File: src/rtl/lut4_cfg_loader.sv
// Runtime-programmable bank of LUT4 cells loaded from a byte stream.
// A complete, well-formed frame is committed atomically; anything else is discarded.
module lut4_cfg_loader #(
  parameter int unsigned NumLuts = 4
) (
  input  logic                   clk_i,
  input  logic                   rst_ni,
  input  logic                   cfg_valid_i,
  output logic                   cfg_ready_o,
  input  logic [7:0]             cfg_data_i,
  input  logic                   cfg_last_i,
  input  logic [4*NumLuts-1:0]   lut_in_i,
  output logic [NumLuts-1:0]     lut_out_o,
  output logic [2*NumLuts-1:0]   lut_class_o,
  output logic                   cfg_done_o,
  output logic                   cfg_err_o
);

  localparam int unsigned NumBytes = 2 * NumLuts;
  localparam int unsigned CntW     = (NumBytes > 1) ? $clog2(NumBytes) : 1;
  localparam int unsigned CfgW     = 16 * NumLuts;

  typedef enum logic [2:0] {StIdle, StLoad, StDrain, StCommit, StErr} state_e;

  state_e                 state_q, state_d;
  logic [CntW-1:0]        cnt_q, cnt_d;
  logic [CfgW-1:0]        shadow_q;
  logic [CfgW-1:0]        active_q;
  logic [NumLuts-1:0]     lut_out_q;
  logic [2*NumLuts-1:0]   lut_class_q;
  logic [NumLuts-1:0]     lut_eval;
  logic [2*NumLuts-1:0]   class_d;
  logic                   xfer;
  logic                   last_idx;
  logic                   shadow_we;

  assign xfer     = cfg_valid_i & cfg_ready_o;
  assign last_idx = (cnt_q == CntW'(NumBytes - 1));

  // State register
  always_ff @(posedge clk_i or negedge rst_ni) begin
    if (!rst_ni) begin
      state_q <= StIdle;
      cnt_q   <= '0;
    end else begin
      state_q <= state_d;
      cnt_q   <= cnt_d;
    end
  end

  // Next-state logic
  always_comb begin
    state_d   = state_q;
    cnt_d     = cnt_q;
    shadow_we = 1'b0;
    unique case (state_q)
      StIdle, StLoad: begin
        if (xfer) begin
          shadow_we = 1'b1;
          cnt_d     = cnt_q + 1'b1;
          if (last_idx) begin
            state_d = cfg_last_i ? StCommit : StDrain;
          end else begin
            state_d = cfg_last_i ? StErr : StLoad;
          end
        end
      end
      StDrain: begin
        if (xfer && cfg_last_i) begin
          state_d = StErr;
        end
      end
      StCommit, StErr: begin
        state_d = StIdle;
        cnt_d   = '0;
      end
      default: begin
        state_d = StIdle;
        cnt_d   = '0;
      end
    endcase
  end

  // Moore outputs: the loader stalls for the single commit/discard cycle
  always_comb begin
    cfg_ready_o = 1'b1;
    cfg_done_o  = 1'b0;
    cfg_err_o   = 1'b0;
    unique case (state_q)
      StCommit: begin
        cfg_ready_o = 1'b0;
        cfg_done_o  = 1'b1;
      end
      StErr: begin
        cfg_ready_o = 1'b0;
        cfg_err_o   = 1'b1;
      end
      default: ;
    endcase
  end

  for (genvar g = 0; g < NumLuts; g++) begin : g_lut
    logic [15:0] init;
    assign init           = active_q[16*g +: 16];
    assign lut_eval[g]    = init[lut_in_i[4*g +: 4]];
    // Output with all inputs tied together: bit 15 when high, bit 0 when low
    assign class_d[2*g +: 2] = {shadow_q[16*g + 15], shadow_q[16*g]};
  end

  always_ff @(posedge clk_i or negedge rst_ni) begin
    if (!rst_ni) begin
      shadow_q    <= '0;
      active_q    <= '0;
      lut_class_q <= '0;
      lut_out_q   <= '0;
    end else begin
      if (shadow_we) begin
        shadow_q[{cnt_q, 3'b000} +: 8] <= cfg_data_i;
      end
      if (state_q == StCommit) begin
        active_q    <= shadow_q;
        lut_class_q <= class_d;
      end
      lut_out_q <= lut_eval;
    end
  end

  assign lut_out_o   = lut_out_q;
  assign lut_class_o = lut_class_q;

endmodule
File: config.mk
export PLATFORM = sky130hd
export DESIGN_NAME = lut4_cfg_loader
export DESIGN_NICKNAME = d
export VERILOG_FILES = /design/src/rtl/lut4_cfg_loader.sv
export SDC_FILE = /design/constraint.sdc
export NUM_CORES = 1
export LEC_CHECK = 0
export BUFFER_PORTS_ARGS = -buffer_cell sky130_fd_sc_hd__buf_2
export CAP_MARGIN = 20
export CELL_PAD_IN_SITES_DETAIL_PLACEMENT = 1
export CELL_PAD_IN_SITES_GLOBAL_PLACEMENT = 1
export CORE_UTILIZATION = 46
export CTS_CLUSTER_SIZE = 16
export DETAILED_ROUTE_END_ITERATION = 10
export PLACE_DENSITY = 0.8
export SLEW_MARGIN = 25
export SYNTH_ARGS = -nofsm -noshare
export SYNTH_HDL_FRONTEND = slang
export SYNTH_SLANG_ARGS = --single-unit
export TNS_END_PERCENT = 100
File: constraint.sdc
create_clock -name clk_i -period 2.1 [get_ports clk_i]
set_clock_uncertainty 0.2 [all_clocks]
set_input_delay 0 -clock clk_i [delete_from_list [all_inputs] [get_ports clk_i]]
set_output_delay 0 -clock clk_i [all_outputs]
set_load 0.02 [all_outputs]
==> results_dict.tcl, run 1 <==
set metrics [dict create \
    cts_buffers 17 \
    wl_per_cell_um 23.3 \
    area_growth_pct 23.5 \
    worstMarginPinSlew_ns 0.615 \
    dieWidth_um 115 \
    synth_nets 399 \
    clk_latency_ns 0.41 \
    drt_iter0_drc 194 \
    yosysTopAreaCellShare_pct 58.3 \
    vdd_drop_max_mv 0.643 \
    p_seq_share_pct 45.8 \
    outcome "complete, but fails checks" \
    gp_congestion 0.767 \
    async_flop_share_pct 100 \
    start_kind "register" \
    fin_crit_ns 2.18 \
    internal_power_mw 6.11 \
    io_pins 43 \
    clk_pin_slew_ns 0.06 \
    p_switching_mw 2.40 \
    numPortBuffers 42 \
    grt_first_pass_wirelength_mm 22.7 \
    drc 0 \
    worstPathMaxFanout 8 \
    grt_start_max_net_pins 50 \
    ys_ff_latch 138 \
    final_nets 484 \
    finalWirelength_mm 14.7 \
    finalWorstSetupSlack_ns -0.0795 \
    antenna_found_initial 0 \
    ys.warnings.count 0 \
    critical_path_arrival_ns 2.27 \
    grt.overflow.total 0 \
    post-route-period-util_pct 104 \
    avgSynthCellArea_um2 16.2 \
    whs_ns 0.274 \
    cp-end-kind "register" \
    diodes 0 \
    cts_max_path_buffers 2 \
    final_cell_area_um2 7310 \
    critPathRequiredTime_ns 2.19 \
    p_clk_share_pct 30.6 \
    drive_gt1_share_pct 55.6 \
    final-hold-violation-count 0 \
    finalMaxSlewViolations 0 \
    drt_pre_antenna_iters 4 \
    synth_top_area_cell "dfrtp_1" \
    dpl.hpwl_mm 8.07 \
    drtAntennaViolNets 0 \
    relSlewSlack_pct 59.0 \
    syn_area_um2 5920 \
    hold_class "in2reg" \
    rows 41 \
    maxCapViolations 0 \
    vias 3413 \
    setup_viol 12 \
    powerDensity_nw_per_um2 1160 \
    rsz0062_at_grt "yes" \
    seq_area_frac_synth_pct 58.3 \
    power.leakage_nw 3.55 \
    dieArea_um2 13300 \
    cts-root-buf "clkbuf_16" \
    grt_pass1_vias 3874 \
    clock.fmax_mhz 459 \
    core_um2 12600 \
    synth_ff_type "dfrtp_1" \
    ys_types 29 \
    worstSetupPathType "reg2reg" \
    vias_per_cell 5.41 \
    cts_tree "built" \
    synthTopCellsByArea "dfrtp_1, mux2_2, mux4_2, mux2i_1, buf_4" \
    placed_area_um2 6400 \
    grt_usage_pct 23.8 \
    syn-instance-count 365 \
    h-tree-depth 4 \
    failed_checks "negative setup slack" \
    switching_share_pct 28.2 \
    clock_sinks 138 \
    start_util_pct 47.1 \
    die_y_um 115 \
    synth-edff-count 0 \
    combPwrFrac_pct 23.6 \
]
-- layer usage --
metal  track usage, %  vias up  part of all wire, %  routed length (um)
li1                 -     1497                    -                   -
met1             29.9     1841                   43                6250
met2             40.6       55                   53                7830
met3             5.49       20                  2.8                 409
met4             7.97        0                  1.4                 212
met5                0        -                    0                   0
-- cell families (layout without fill, tap and decap cells) --
family / Yosys count / in the layout / synth area share, %
mux: 158 / 158 / 32.8
flops: 138 / 138 / 58.3
simple gates: 33 / 33 / 4.12
buf+inv: 25 / 119 / 2.94
fa+ha+maj: 6 / 6 / 1.27
compound gates: 5 / 5 / 0.528
-- Yosys cell counts (2+ instances only) --
master   number
buf_4        12
ha_1          6
nor3b_1       4
and4b_1       2
dfrtp_1     138
nand4_2       2
nand3_1       2
mux2i_1      14
a21oi_1       3
buf_6         4
buf_2         4
mux2_2      128
nor2b_1       3
nor2_1        5
inv_1         4
mux4_2       16
nand2_1       6
-- worst max-delay path, cell delays in order (launching register included) --
cell and delay (ns):
dfrtp_1 0.37, inv_2 0.06, ha_4 0.18, ha_4 0.17
and4bb_4 0.35, and4b_1 0.26, buf_12 0.15, mux2_4 0.31
-- repair_timing --
item	4_1_cts	5_1_grt
hold buffers	21	0
buffers inserted	2	4
resized for setup	10	17
setup endpoints to repair	64	42
pin swaps	4	1
gates cloned	0	1
hold endpoints to repair	209	0
-- registers in the layout (all words and copies together), names as in the netlist --
signal / cells
active_q: 64
lut_out_o: 4
state_q: 3
cnt_q: 3
shadow_q: 64
-- final timing paths --
path,start,endpoint,slack (ns),cells past startpoint
worst max-delay path,cnt_q[1]$_DFFE_PN0P_,shadow_q[14]$_DFFE_PN0P_,-0.08,7
worst min-delay path,cfg_last_i,state_q[2]$_DFFE_PN0P_,0.27,4
worst max register to register,cnt_q[1]$_DFFE_PN0P_,shadow_q[14]$_DFFE_PN0P_,-0.08,7
worst min register to register,shadow_q[34]$_DFFE_PN0P_,active_q[34]$_DFFE_PN0P_,0.30,1
max in group asynchronous,rst_ni,cnt_q[0]$_DFFE_PN0P_,0.49,4
min in group asynchronous,rst_ni,shadow_q[17]$_DFFE_PN0P_,0.43,3
-- final cells by class --
type                            instances  area (um2)
Fill cell                            1175        5260
Sequential cell                       138        3460
Multi-Input combinational cell        202        2440
Timing Repair Buffer                   87         682
Clock buffer                           20         457
Tap cell                              172         215
Clock inverter                          8        51.3
Inverter                                4        15.0
-- placed cells by master, fill, tap and decap left out, types with 3 or more instances in the layout --
cell type / Yosys / final
mux2_2: 128 / 112
mux4_2: 16 / 16
buf_4: 12 / 17
mux2i_1: 14 / 14
nor3b_1: 4 / 3
a21oi_1: 3 / 3
buf_12: 0 / 4
nand2_1: 6 / 5
nor2_1: 5 / 4
buf_6: 4 / 3
clkbuf_16: 0 / 18
clkinvlp_4: 0 / 3
ha_4: 0 / 3
clkinv_2: 0 / 4
nor2b_1: 3 / 3
buf_2: 4 / 41
dlygate4sd3_1: 0 / 21
dfrtp_1: 138 / 136
mux2_4: 0 / 16
ha_1: 6 / 3
-- metrics by stage --
stage | worst slack [ns] | util [%] | setup TNS [ns] | instances | total power, mW
floorplan | 0.0105 | - | 0 | 365 | 4.93
global placement | -0.00290 | 51.0 | -0.0149 | 575 | 5.32
detailed placement | -0.118 | 51.0 | -1.62 | 575 | 5.51
CTS | -0.0495 | 57.2 | -0.754 | 626 | 8.36
global route | -0.111 | 58.2 | -1.78 | 631 | 8.90
finish | -0.0795 | 58.2 | -0.571 | 631 | 8.52
-- power groups by stage --
stage / clock (mW) / combinational, mW / sequential, mW
2_1_floorplan: 0 / 1.21 / 3.72
3_3_place_gp: 0 / 1.53 / 3.79
3_5_place_dp: 0 / 1.65 / 3.86
4_1_cts: 2.64 / 1.85 / 3.87
5_1_grt: 2.75 / 2.16 / 3.98
6_report: 2.60 / 2.01 / 3.90
No activity file was read; power rests on OpenSTA's default activity.
==> run 2: changes to the inputs <==
- ABC_AREA: default -> 1
- CORE_UTILIZATION: 46 -> 41
==> run 2 against run 1 <==
  * Total power grew 12%
  * Synthesized cell count grew 100%
  * Critical path depth grew 2
  * Register-to-register slack gained 0.18 ns
  * Sequential power grew 3%
  * Routed wire length grew 9.8%
  * Worst hold slack lost 0.078 ns
  * The flow finishes with violations (design-rule violations)
  * Worst setup slack gained 0.18 ns
  * Largest power group unchanged
==> results_dict.tcl, run 2 <==
set metrics [dict create \
    outcome "complete, but fails checks" \
    failed_checks "design-rule violations" \
    synth_most_common_cell "nand2_1" \
    n_fill_cell 1753 \
    powerDensity_nw_per_um2 1250 \
    avgSynthCellArea_um2 8.38 \
    diodes 0 \
    maxCapViolations 0 \
    cpPeakStageDelay_ns 0.40 \
    finalMaxSlewViolations 0 \
    drt_iter0_drc 314 \
    synth_ff_type "dfrtp_1" \
    dp.cells 941 \
    cts_tree "built" \
    worstSetupPathType "reg2reg" \
    async_flop_share_pct 100 \
    cts_buffers 17 \
    drt_pre_antenna_iters 7 \
    worstPathMaxFanout 8 \
    vias_per_cell 4.99 \
    path_buf_inv 2 \
    start_kind "register" \
    seq_area_frac_synth_pct 55.9 \
    vdd_drop_max_mv 0.669 \
    critical_path_arrival_ns 2.10 \
    synth_common_cells "nand2_1, dfrtp_1, o21ai_0" \
    finalSetupTns_ns 0 \
    drtAntennaViolNets 0 \
    area_growth_pct 23.6 \
    hold_class "in2reg" \
    layout.cells.most_common_list "nand2_1, dfrtp_1, o21ai_0" \
    grt_start_max_net_pins 88 \
    final_nets 851 \
    ys_types 25 \
    final_cells 1014 \
    drc 4 \
    regArea_um2 3450 \
    cts_max_path_buffers 2 \
    wl_per_cell_um 15.9 \
    synth_nets 772 \
    grt_usage_pct 22.3 \
    start_util_pct 42.2 \
    syn_area_um2 6180 \
    finalWorstSetupSlack_ns 0.105 \
    synthTopCellsByArea "dfrtp_1, nand2_1, o21ai_0, inv_1, nand3_1" \
    final-hold-violation-count 0 \
    setup_viol 0 \
    grt_pass1_vias 5495 \
    gp_congestion 0.904 \
    synth-edff-count 0 \
    ys_ff_latch 138 \
    grt.overflow.total 0 \
    relSlewSlack_pct 63.1 \
    critPathSlowestCell "dfrtp_1" \
    vias 5064 \
    finalWirelength_mm 16.1 \
    ys.warnings.count 0 \
    die_y_um 125 \
    multi_input_area_um2 2160 \
    clk_pin_slew_ns 0.06 \
    cts-root-buf "clkbuf_16" \
    drive_gt1_share_pct 14.0 \
    clock_sinks 138 \
    post-route-period-util_pct 95.0 \
    dpl.hpwl_mm 10.2 \
    worstMarginPinSlew_ns 0.553 \
    critPathRequiredTime_ns 2.21 \
    clk_latency_ns 0.42 \
    rows 44 \
    dp_slack_ns 0.0290 \
    syn-instance-count 738 \
    power.leakage_nw 3.80 \
    dieArea_um2 15600 \
    dieWidth_um 125 \
    h-tree-depth 4 \
    crit_chain "inv_2 -> ha_1 -> ha_2 -> inv_2 -> nand4_1 -> nor2_1 -> nand2_2 -> nand2_1 -> nand2_1" \
    antenna_found_initial 0 \
    final_common_cell "nand2_1" \
    numPortBuffers 42 \
    yosysTopAreaCellShare_pct 55.9 \
    critPathTopFamily "simple AND/OR/NAND/NOR gates" \
    synth_top_area_cell "dfrtp_1" \
    fin_crit_ns 1.99 \
    io_pins 43 \
    core_um2 14600 \
    cp-end-kind "register" \
    grt_first_pass_wirelength_mm 27.2 \
    whs_ns 0.196 \
    clock.fmax_mhz 501 \
]
==> run 2: cell count changes after synthesis, moves of 10 or more <==
cell / delta
inv_1: +103
mux2i_1: -14
o21ai_1: +10
nand3_1: +50
mux4_2: -16
nand2_1: +229
mux2_2: -128
o21ai_0: +115
clkbuf_1: +10
==> run 2: repair_timing <==
| item | CTS | global route |
|---|---|---|
| hold buffers | 38 | 0 |
| endpoints found under the hold margin | 210 | 0 |
| resized for setup | 0 | 13 |
| buffers inserted | 0 | 2 |
| endpoints found under the setup margin | 0 | 49 |
==> run 2: cell type report <==
type | instances | area share, %
Clock inverter | 13 | 2.59
Inverter | 111 | 5.52
Tap cell | 184 | 3.01
Clock buffer | 19 | 5.93
Sequential cell | 138 | 45.2
Timing Repair Buffer | 92 | 9.48
Multi-Input combinational cell | 457 | 28.3
==> run 2: where the power goes <==
part / total (mW) / leakage (nW) / switching, mW / internal (mW)
sequential: 4.00 / 1.81 / 0.466 / 3.53
clock: 3.29 / 0.315 / 1.14 / 2.16
combinational: 2.22 / 1.67 / 1.41 / 0.810
total: 9.51 / 3.80 / 3.02 / 6.50
==> run 2: through the flow <==
step                      instance area, um2  total power, mW  utilization (%)
after floorplan                         6180             5.35                -
after global placement                  6540             5.84             44.7
after detailed placement                6540             6.03             44.7
after CTS                               7570             9.47             51.7
after global routing                    7640             10.1             52.2
final                                   7640             9.51             52.2
==> run 2: logic make-up after synthesis <==
family	after synthesis	share of synthesized area [%]
and+or+nand+nor	322	22.5
buffers and inverters	144	10.1
DFF	138	55.9
adders and majority gates	6	1.21
AOI/OAI and AO/OA	128	10.4
==> run 2: final timing paths <==
check / slack, ns / start / to / depth (start not counted)
setup / recovery: 0.11 / cnt_q[1]$_DFFE_PN0P_ / shadow_q[3]$_DFFE_PN0P_ / 9
setup reg to reg: 0.11 / cnt_q[1]$_DFFE_PN0P_ / shadow_q[3]$_DFFE_PN0P_ / 9
min in group asynchronous: 0.46 / rst_ni / active_q[48]$_DFFE_PN0P_ / 3
max in group asynchronous: 0.60 / rst_ni / active_q[11]$_DFFE_PN0P_ / 4
hold / removal: 0.20 / cfg_data_i[0] / shadow_q[0]$_DFFE_PN0P_ / 4
hold reg to reg: 0.28 / shadow_q[59]$_DFFE_PN0P_ / active_q[59]$_DFFE_PN0P_ / 2
==> run 2: worst min-delay path, stage by stage <==
cell and delay (ns):
dlygate4sd3_1 0.53, buf_2 0.14, nand2_1 0.06, nand2_1 0.05
==> run 2: routing by layer <==
metal / vias to the layer above / GRT usage [%] / wire length, um
met4: 0 / 8.42 / 321
met5: - / 0 / 0
met1: 2510 / 27.8 / 7160
met3: 26 / 4.68 / 520
li1: 2456 / - / -
met2: 72 / 38.0 / 8150
